--- src/rtl/serial_tx_fifo.sv ---
// Byte FIFO between a CPU-side bus register and a serial transmitter.
// Define SERIAL_TX_FIFO_OVERFLOW_EN to enable the sticky overflow flag.
module serial_tx_fifo #(
  parameter int DEPTH = 16,
  parameter int THRESHOLD_WIDTH = $clog2(DEPTH) + 1
) (
  input  logic                       clk,
  input  logic                       reset,
  input  logic                       flush,
  input  logic                       wr_valid,
  input  logic [7:0]                 wr_data,
  output logic                       wr_ready,
  output logic                       rd_valid,
  output logic [7:0]                 rd_data,
  input  logic                       rd_ready,
  output logic [THRESHOLD_WIDTH-1:0] level,
  input  logic [THRESHOLD_WIDTH-1:0] threshold,
  input  logic                       irq_enable,
  output logic                       irq,
  output logic                       overflow,
  input  logic                       overflow_clear
);

  localparam int AW = $clog2(DEPTH);
  localparam logic [THRESHOLD_WIDTH-1:0] FULL =
    THRESHOLD_WIDTH'(DEPTH);

  logic [7:0]    mem [DEPTH];
  logic [AW-1:0] wr_ptr;
  logic [AW-1:0] rd_ptr;
  logic          push;
  logic          pop;

  assign wr_ready = (level != FULL);
  assign rd_valid = (level != '0);
  assign push     = wr_valid && wr_ready;
  assign pop      = rd_valid && rd_ready;
  assign rd_data  = mem[rd_ptr];
  assign irq      = irq_enable && (level <= threshold);

  always_ff @(posedge clk) begin
    if (!reset || flush) begin
      wr_ptr <= '0;
      rd_ptr <= '0;
      level  <= '0;
    end else begin
      if (push) wr_ptr <= wr_ptr + 1'b1;
      if (pop)  rd_ptr <= rd_ptr + 1'b1;
      case ({push, pop})
        2'b10:   level <= level + 1'b1;
        2'b01:   level <= level - 1'b1;
        default: level <= level;
      endcase
    end
  end

  // Storage is not reset; only valid entries are ever presented.
  always_ff @(posedge clk) begin
    if (reset && !flush && push) mem[wr_ptr] <= wr_data;
  end

`ifdef SERIAL_TX_FIFO_OVERFLOW_EN
  always_ff @(posedge clk) begin
    if (!reset)
      overflow <= 1'b0;
    else if (wr_valid && level == FULL)
      overflow <= 1'b1;
    else if (overflow_clear)
      overflow <= 1'b0;
  end
`else
  logic unused_overflow_clear;
  assign unused_overflow_clear = overflow_clear;
  assign overflow = 1'b0;
`endif

endmodule

--- config.mk ---
export PLATFORM = sky130hd
export DESIGN_NAME = serial_tx_fifo
export DESIGN_NICKNAME = d
export VERILOG_FILES = /design/src/rtl/serial_tx_fifo.sv
export SDC_FILE = /design/constraint.sdc
export NUM_CORES = 1
export LEC_CHECK = 0
export ABC_AREA = 1
export CORE_UTILIZATION = 40
export CTS_CLUSTER_DIAMETER = 150
export DETAILED_ROUTE_END_ITERATION = 6
export PLACE_DENSITY = 0.58
export SLEW_MARGIN = 25
export SYNTH_ARGS = -nofsm -noshare
export SYNTH_HDL_FRONTEND = slang
export SYNTH_SLANG_ARGS = --single-unit
--- constraint.sdc ---
create_clock -name clk -period 2.2 [get_ports clk]
set_input_delay 0.22 -clock clk [delete_from_list [all_inputs] [get_ports clk]]
set_output_delay 0.22 -clock clk [all_outputs]
set_load 0.02 [all_outputs]
# After elaboration in Yosys (flattened, before gate mapping)
# Memories as Yosys holds them, arrays and structs flattened. A register that Yosys moved wholly into a read port is not among the register bits.
# Index checks and enable logic that the tools add are counted.
[word_totals] regBits=13 latchBits=0 ramBits=128 romBits=0 inputBits=20 output_inout_bits=17 elab_cells=27 mem_count=1
[classes] add_sub_neg=4 n_mul=0 div_mod_pow=0 n_lt_le_gt_ge=1 n_eq_ne=3 n_shift=0 n_mux=5 bitwise_logic=0 reduce_logical=10
[mem_list] name="mem" depth=16 word_bits=8 rd=1 rd_ports_with_merged_regs=1 write_ports=1 line="28" source="logic [7:0] mem [DEPTH];"
[ops] operator="one-hot mux 5 bit (2 select lines)" count=1
[ops] operator="adder 4 x 1 -> 4 bit (second input constant)" count=2
[ops] operator="2-to-1 mux 4 bit" count=2
[ops] operator="adder 5 x 1 -> 5 bit (second input constant)" count=1
[ops] operator="less-or-equal comparator 5 bit" count=1
[ops] operator="logical AND 1 bit" count=5
[ops] operator="!= test 5 bit (second input constant)" count=1
[ops] operator="nonzero test 5 bit" count=1
[ops] operator="subtractor 5 x 1 -> 5 bit (second input constant)" count=1
[ops] operator="equality test 2 x 1 -> 1 bit (second input constant)" count=1
[ops] operator="equality test 2 bit (second input constant)" count=1
[ops] operator="logical NOT 1 bit" count=2
[ops] operator="2-to-1 mux 1 bit" count=2
[ops] operator="nonzero test 2 bit" count=1
[ops] operator="logical OR 1 bit" count=1

# Longest topological paths before layout
# Gate-level depths: netlist of run 1.
[logic_depth] depth_word=5 depth_mapped=12 mapped_depth_nobuf=12

# Worst setup path before layout of run 1
# OpenSTA, ideal clock, no wires.
[synth_timing] kind="flip-flop to flip-flop" from="register level[1]" to="register level[4]" setup_time_ns=0.115 arrival_time_ns=2.135 required_ns=2.085 setup_slack_ns=-0.050 stages_incl_launch_ff=12 n_path_buf=0 synth_period_minus_slack_ns=2.250 cell_sequence="dfxtp_1 -> nor2_1 -> nand3_2 -> nand2_2 -> inv_2 -> ha_1 -> ha_1 -> or2_2 -> nand3_1 -> nand2_1 -> o21ai_0 -> inv_1"
[synth_via] elab_chain_len=4 elab_cells_between_ends=10 classes_between="2 x add/sub; 3 x eq/ne; 1 x mux; 4 x reduce/logical"
[synth_rtl] item="start, declared" line="16" source="output logic [THRESHOLD_WIDTH-1:0] level,"
[synth_rtl] item="start signal, assigned" line="50" source="2'b10: level <= level + 1'b1;"
[synth_rtl] item="start signal, assigned" line="51" source="2'b01: level <= level - 1'b1;"
[synth_rtl] item="start signal, assigned" line="52" source="default: level <= level;"
[synth_rtl] item="nonzero test 5 bit (*)" line="35" source="assign rd_valid = (level != '0);"
[synth_rtl] item="named net rd_valid" line="13" source="output logic rd_valid,"
[synth_rtl] item="logical AND 1 bit (*)" line="37" source="assign pop = rd_valid && rd_ready;"
[synth_rtl] item="named net pop" line="32" source="logic pop;"
[synth_rtl] item="equality test 2 x 1 -> 1 bit / equality test 2 bit (equally long branches)" line="49" source="case ({push, pop})"
[synth_rtl] item="one-hot mux 5 bit (2 select lines) / nonzero test 2 bit (equally long branches)"
# The timed path passes the listed nets; every way through them passes the cells marked *.
# A chain may end at the register's enable or synchronous reset.

==> results of run 1 <==
routing by layer:
layer	vias to the layer above	GRT usage, %	share of wire, %
met3	15	3.99	3.9
li1	2325	-	-
met2	91	29.6	47
met1	2169	23.8	48
met5	-	0	0
met4	0	6.09	1.3
cell usage in the layout, fill, tap and decap left out, types with 2 or more instances in the layout:
cell type,count
nand2_1,197
inv_2,5
dlygate4sd2_1,2
buf_4,34
nand2_2,2
dfxtp_1,13
o21ai_1,5
ha_1,13
nor2_1,35
clkinv_2,5
nand4_1,3
nand3_2,3
inv_1,119
a21oi_1,8
nor2_4,2
clkbuf_16,17
edfxtp_1,128
nand3_1,106
dfxtp_2,4
clkbuf_2,6
nand3_4,2
clkinvlp_4,7
clkdlybuf4s50_1,25
buf_12,5
clkinv_1,2
xor2_1,3
per-stage QoR:
step                area [um2]  TNS (ns)  instances  utilization [%]  hold WS [ns]
floorplan                 6660         0        684                -         0.319
global placement          7440   -0.0545        945             46.3         0.517
detailed placement        7440    -0.135        945             46.3         0.513
CTS                       8010         0        979             49.9         0.493
global route              8000   -0.0418        979             49.8         0.549
finish                    8000         0        979             49.8         0.514
sequential cells by signal (all words and copies together), names as in the netlist, named ones only:
register  flops
rd_ptr        4
wr_ptr        4
mem         128
level         5
worst max-delay path: stages, from the launching register on:
cell,delay (ns)
dfxtp_2,0.37
buf_12,0.24
buf_6,0.15
nand2_1,0.05
nand3_1,0.07
nand3_1,0.09
nand3_1,0.08
nand2_1,0.05
dlygate4sd2_1,0.31
cells by family (layout without fill, tap and decap cells):
kind of cell / after synthesis / after routing
and+or+nand+nor: 352 / 352
buffers and inverters: 153 / 232
DFF: 145 / 145
adders and majority gates: 15 / 15
AOI/OAI and AO/OA: 15 / 15
xor gates and xnor gates: 3 / 3
other: 1 / 1
report_power, final:
| group | internal (mW) | switching (mW) | total (mW) |
|---|---|---|---|
| clock network | 1.54 | 1.12 | 2.66 |
| registers | 3.02 | 0.0278 | 3.05 |
| logic | 0.287 | 0.451 | 0.738 |
synthesized netlist by cell type:
master and instances:
a21boi_0 1, a21oi_1 8, buf_1 2, buf_2 14
buf_4 8, buf_6 1, buf_8 1, clkbuf_1 1
clkinv_2 1, conb_1 1, dfxtp_1 17, edfxtp_1 128
fa_1 1, ha_1 14, inv_1 120, inv_2 5
nand2_1 197, nand2_2 2, nand3_1 106, nand3_2 5
nand4_1 3, nor2_1 36, nor2_2 1, o21ai_0 2
o21ai_1 4, or2_1 1, or2_2 1, xor2_1 3
timing repair:
item                                   4_1_cts  5_1_grt
setup endpoints to repair                    9       11
setup buffers                                2        0
resized for setup                           12       18
endpoints found under the hold margin        0        0
worst paths after layout:
kind,start,to
setup / recovery,flip-flop,rd_data[5]
setup reg to reg,level[1]$_SDFFE_PP0P_,level[4]$_SDFFE_PP0P_
hold / removal,rd_ready,rd_ptr[2]$_SDFFE_PP0P_
hold reg to reg,rd_ptr[2]$_SDFFE_PP0P_,rd_ptr[2]$_SDFFE_PP0P_
layout make-up:
type	instances	area share (%)
repair buffers	74	8.44
clock inverters	15	1.50
multi-input cells	386	23.0
clock buffers	17	5.32
inverters	126	5.98
flip-flops and latches	145	52.4
well taps	216	3.38
==> metrics.md, run 1 <==
| Metric | Value |
|---|---|
| Synth top area share | 57.9% |
| Drt wl/cell | 14.5 um |
| Critical path startpoint category | flip-flop |
| Setup ws final | 0.122 ns |
| Drt drc | 0 |
| Tcrit/Tclk final | 94.5% |
| Place WS | -0.112 ns |
| Pin count of the biggest net entering global routing | 50 |
| Reg area | 4190 um2 |
| Core footprint | 16100 um2 |
| #FFs+latches synth | 145 |
| Top post-synthesis cells by area | edfxtp_1, nand2_1, nand3_1 |
| Mux contribution to synthesized area | 0% |
| RSZ-0062 raised after global routing | yes |
| Worst-Skew Late Latency | 0.42 ns |
| Final nets | 785 |
| Rows | 46 |
| Gpl congestion | 0.806 |
| Die Ht | 131 um |
| Final Hold Fails | 0 |
| WP data arrival | 1.86 ns |
| R2R cell count | 11 |
| # Max-Cap Violations | 0 |
| Seq/Total Area, Yosys | 63.1% |
| CP Class | flip-flop to output pin |
| Pins over their slew limit | 0 |
| Synthesized area per cell | 9.70 um2 |
| Die ar. | 17100 um2 |
| Hold WC Path Type | primary input to flip-flop |
| Antenna violations before repair | 0 |
| Drt pass-1 iters | 4 |
| Filler Cells Inserted | 1448 |
| Clock tree buffer depth | 2 |
| Global route overflow | 0 |
| Detail Placement HPWL | 9450 um |
| Largest family of logic cells by synthesized area | simple AND/OR/NAND/NOR gates |
| Max Freq | 481 MHz |
| Total CTS buffers | 17 |
| Root buf cell | clkbuf_16 |
| Vias in the first global route | 4495 |
| # setup viols final | 0 |
| First-pass GRT wire length | 22900 um |
| Tot Pwr | 6.45 mW |
| Adder-Cell Fraction of Synth Area | 2.94% |
| Via count | 4600 |
| H-tree lvl count | 4 |
| Clock Skew | 0.00557 ns |
| Antenna cells | 0 |
| Area occupied by multi-input gates | 1840 um2 |
| Slew @ Worst Pin | 0.654 ns |
| Mapped Cells | 684 |
| Complex-gate fraction of the synthesized area | 1.17% |
| Setup crit end kind | output pin |
| CTS tree | done |
| Global Route Usage Sum | 18.1% |
| Yosys Warn Count | 0 |
| Largest area contributor in the netlist | edfxtp_1 |
| Synth Area in Simple Gates | 22.7% |
| Initial core utilization | 41.3% |
| Pwr Density | 807 nW/um2 |
| Slew HR | 56.2% |
| CTS hold repair buffers | 0 |
| Fraction of layout cells with a size suffix above 1 | 12.8% |
| DIE WIDTH | 131 um |
| R2R Setup Slk | 0.19 ns |
| P_leak | 3.46 nW |
| Minimum clock period | 2.08 ns |
| Vias per Instance | 4.70 |
| Routed Antenna Nets | 0 |
| Total wire length | 14200 um |
| Clock sink count | 145 |
| DR iter-0 viols | 256 |
| Number of buffers added on ports | 34 |
| Xor and xnor area share after synthesis | 0.396% |
| Net count after synthesis | 719 |
| I/O pin count | 37 |
| Status | finished, final reports clean |
| Worst Hold Depth | 3 |
| Worst EP required | 1.98 ns |
| Critical-path maximum fanout | 49 |
| Synthesis-to-finish area growth | 20.5% |
| Clock slew at reported path FFs | 0.06 ns |
| Worst VDD drop | 547 uV |
| Post-Syn Area | 6630 um2 |
| Netlist cell types | 28 |
(Power assumes the default switching activity.)
==> run 2, diff against run 1 <==
--- a/config.mk
+++ b/config.mk
@@ -6,6 +6,7 @@
 export NUM_CORES = 1
 export LEC_CHECK = 0
 export ABC_AREA = 1
+export CORE_MARGIN = 3
 export CORE_UTILIZATION = 40
 export CTS_CLUSTER_DIAMETER = 150
 export DETAILED_ROUTE_END_ITERATION = 6
==> run 2 against run 1 <==
Critical path depth is 1 higher. Clock skew grew 0.0017 ns. Combinational power down 2%. Routed wire length shrank 1.2%. Worst hold slack better by 0.021 ns. Via count fell by 0.20%.
==> metrics.md, run 2 (synthesized netlist as in run 1, its figures left out) <==
| Metric | Value |
|---|---|
| Die Ht | 135 um (+3.1%) |
| RSZ-0062 raised after global routing | no |
| Status | finished, final reports clean |
| First-pass GRT wire length | 23200 um (+1.2%) |
| Worst VDD drop | 565 uV (+3.3%) |
| Minimum clock period | 2.09 ns (+0.0138 ns) |
| Total CTS buffers | 17 (unchanged) |
| # Max-Cap Violations | 0 (unchanged) |
| Tcrit/Tclk final | 95.1% (+0.63 points) |
| Gpl congestion | 0.792 (-1.8%) |
| Slew HR | 57.3% (+1.0 points) |
| Clock Power Share | 43.2% (+1.9 points) |
| Pins over their slew limit | 0 (unchanged) |
| Top flop regs | mem (128), level (5) |
| Critical path startpoint category | flip-flop |
| Drt drc | 0 (unchanged) |
| Global Route Usage Sum | 16.6% (-1.5 points) |
| Drt pass-1 iters | 5 (+1) |
| Antenna violations before repair | 0 (unchanged) |
| Vias per Instance | 4.72 (+0.52%) |
| Placed cells | 942 (-0.32%) |
| Cell area after layout | 7960 um2 (-0.39%) |
| P_leak | 3.45 nW (-0.33%) |
| Hold EP | rd_ptr[2]$_SDFFE_PP0P_ |
| Antenna cells | 0 (unchanged) |
| Worst Hold Depth | 2 (-1) |
| Worst EP required | 1.98 ns (about the same) |
| Detail Placement HPWL | 9510 um (+0.67%) |
| Root buf cell | clkbuf_16 |
| Drt wl/cell | 14.5 um (-0.51%) |
| Worst-Skew Late Latency | 0.42 ns (about the same) |
| Finished Layout Cells | 972 (-0.72%) |
| Share of power burned in registers | 45.9% (-1.4 points) |
| Clock slew at reported path FFs | 0.06 ns (about the same) |
| Routed Antenna Nets | 0 (unchanged) |
| Critical path's most frequent cell | nand2_1 |
| Hold WC Path Type | flip-flop to flip-flop |
| Pwr Density | 835 nW/um2 (+3.4%) |
| Setup crit end kind | output pin |
| DIE WIDTH | 135 um (+3.1%) |
| Filler Cells Inserted | 1439 (-0.62%) |
| Final nets | 780 (-0.64%) |
| Rows | 46 (unchanged) |
| Via count | 4591 (-0.20%) |
| Synthesis-to-finish area growth | 20.0% |
| R2R Setup Slk | 0.14 ns (-0.05 ns) |
| # setup viols final | 0 (unchanged) |
| Initial core utilization | 41.3% (unchanged) |
| CTS tree | done |
| Core footprint | 16100 um2 (unchanged) |
| Final Hold Fails | 0 (unchanged) |
| Number of buffers added on ports | 34 (unchanged) |
| Most common cell after layout, fill and taps aside | nand2_1 |
| Switching pwr | 1.58 mW (-1.5%) |
| Crit path largest cell delay | 0.36 ns (about the same) |
| Clock Skew | 0.00722 ns (+0.00165 ns) |
| I/O pin count | 37 (unchanged) |
| Max reg flops | 128 (unchanged) |
| Placed instance area | 7390 um2 (-0.64%) |
| Vias in the first global route | 4619 (+2.8%) |
| Slew @ Worst Pin | 0.639 ns (-0.0150 ns) |
| Crit path cell chain | inv_2, buf_12, nand2_1, nand2_1, nand2_1, nand3_1, nand3_1, nand2_1, dlygate4sd2_1 |
| R2R cell count | 11 (unchanged) |
| WP data arrival | 1.87 ns (about the same) |
| Delay-heaviest family, CP | buffers and inverters |
| Global route overflow | 0 (unchanged) |
| DR iter-0 viols | 331 (+29%) |
| Pin count of the biggest net entering global routing | 38 (-24%) |
| Clock sink count | 145 (unchanged) |
| Max Freq | 478 MHz (-0.66%) |
| Clock tree buffer depth | 2 (unchanged) |
| CP max-delay cell | dfxtp_2 |
| Most frequent cells in the layout | nand2_1, edfxtp_1, inv_1 |
| Total wire length | 14000 um (-1.2%) |
| Combinational share of power | 10.8% (-0.6 points) |
| Die ar. | 18200 um2 (+6.2%) |
| H-tree lvl count | 4 (unchanged) |
| Hold_sp | rd_ptr[2]$_SDFFE_PP0P_ |
| CP Class | flip-flop to output pin |
| Switch share | 23.8% (-1.1 points) |
| Fraction of layout cells with a size suffix above 1 | 12.0% (-0.81 points) |
| RR Endpoint | level[4]$_SDFFE_PP0P_ |
| P_int | 5.07 mW (+4.6%) |
| Reg-to-Reg Start | level[3]$_SDFFE_PP0P_ |
| Top reg by flops | mem |
| Crit path buf inv count | 3 (unchanged) |
| Critical-path maximum fanout | 34 (-31%) |
## run 2: cell count changes in the layout (fill, tap and decap cells not counted)
cell / change
buf_4: -3
inv_1: +1
clkinv_4: +2
clkinv_2: -3
bufinv_16: +2
dlygate4sd2_1: -1
clkbuf_2: +1
inv_8: +1
clkinvlp_4: -5
buf_8: +1
buf_12: -3
## run 2: how the worst max path moves through the flow
stage / endpoint / cells past startpoint / startpoint
floorplan: level[4]$_SDFFE_PP0P_ / 10 / level[0]$_SDFFE_PP0P_
global placement: irq / 9 / threshold[2]
detailed placement: irq / 9 / threshold[4]
CTS: rd_data[2] / 9 / flip-flop
global route: rd_data[5] / 9 / flip-flop
finish: rd_data[5] / 9 / flip-flop
## run 2: through the flow
step / setup slack [ns] / power (mW) / utilization (%) / TNS [ns] / hold WS, ns
6_report: 0.108 / 6.65 / 49.6 / 0 / 0.535
5_1_grt: 0.0101 / 6.91 / 49.6 / 0 / 0.561
4_1_cts: 0.00209 / 6.70 / 49.7 / 0 / 0.541
3_5_place_dp: -0.100 / 3.85 / 46.0 / -0.137 / 0.532
3_3_place_gp: -0.0504 / 3.83 / 46.0 / -0.0504 / 0.505
2_1_floorplan: 0.000604 / 3.56 / - / 0 / 0.319
## run 2: worst reg2reg max path, cell delays in order, from the launching register on
cell and delay (ns):
dfxtp_2 0.36, nor2_4 0.17, nand3_4 0.10, nand2_2 0.10
inv_2 0.05, ha_2 0.21, ha_1 0.32, or2_2 0.32
nand3_1 0.10, nand2_1 0.06, o21ai_1 0.11, inv_1 0.04
## run 2: layout make-up
type | count | area [um2] | area share (%)
Clock buffer | 17 | 425 | 5.34
Clock inverter | 13 | 164 | 2.06
Inverter | 126 | 474 | 5.95
Multi-Input combinational cell | 386 | 1840 | 23.1
Sequential cell | 145 | 4190 | 52.6
Tap cell | 216 | 270 | 3.39
Timing Repair Buffer | 69 | 603 | 7.57
## run 2: what timing repair did
item / 4_1_cts / 5_1_grt
endpoints found under the setup margin: 9 / 10
hold buffers: 0 / 0
endpoints found under the hold margin: 0 / 0
pin swaps: 0 / 1
buffers inserted: 0 / 0
gates resized for setup: 12 / 21
## run 2: metal layers
metal	global-route usage, %	part of all wire (%)	vias to the layer above
li1	-	-	2315
met1	21.4	46	2160
met2	27.2	48	91
met3	3.95	4.1	25
met4	6.67	2.0	0
met5	0	0	-
## run 2: power by group through the flow
| stage | combinational (mW) | sequential [mW] | clock (mW) |
|---|---|---|---|
| after floorplan | 0.442 | 3.12 | 0 |
| after global routing | 0.805 | 3.05 | 3.05 |
| after global placement | 0.722 | 3.11 | 0 |
| final | 0.721 | 3.05 | 2.87 |
| after detailed placement | 0.737 | 3.11 | 0 |
| after CTS | 0.726 | 3.05 | 2.93 |
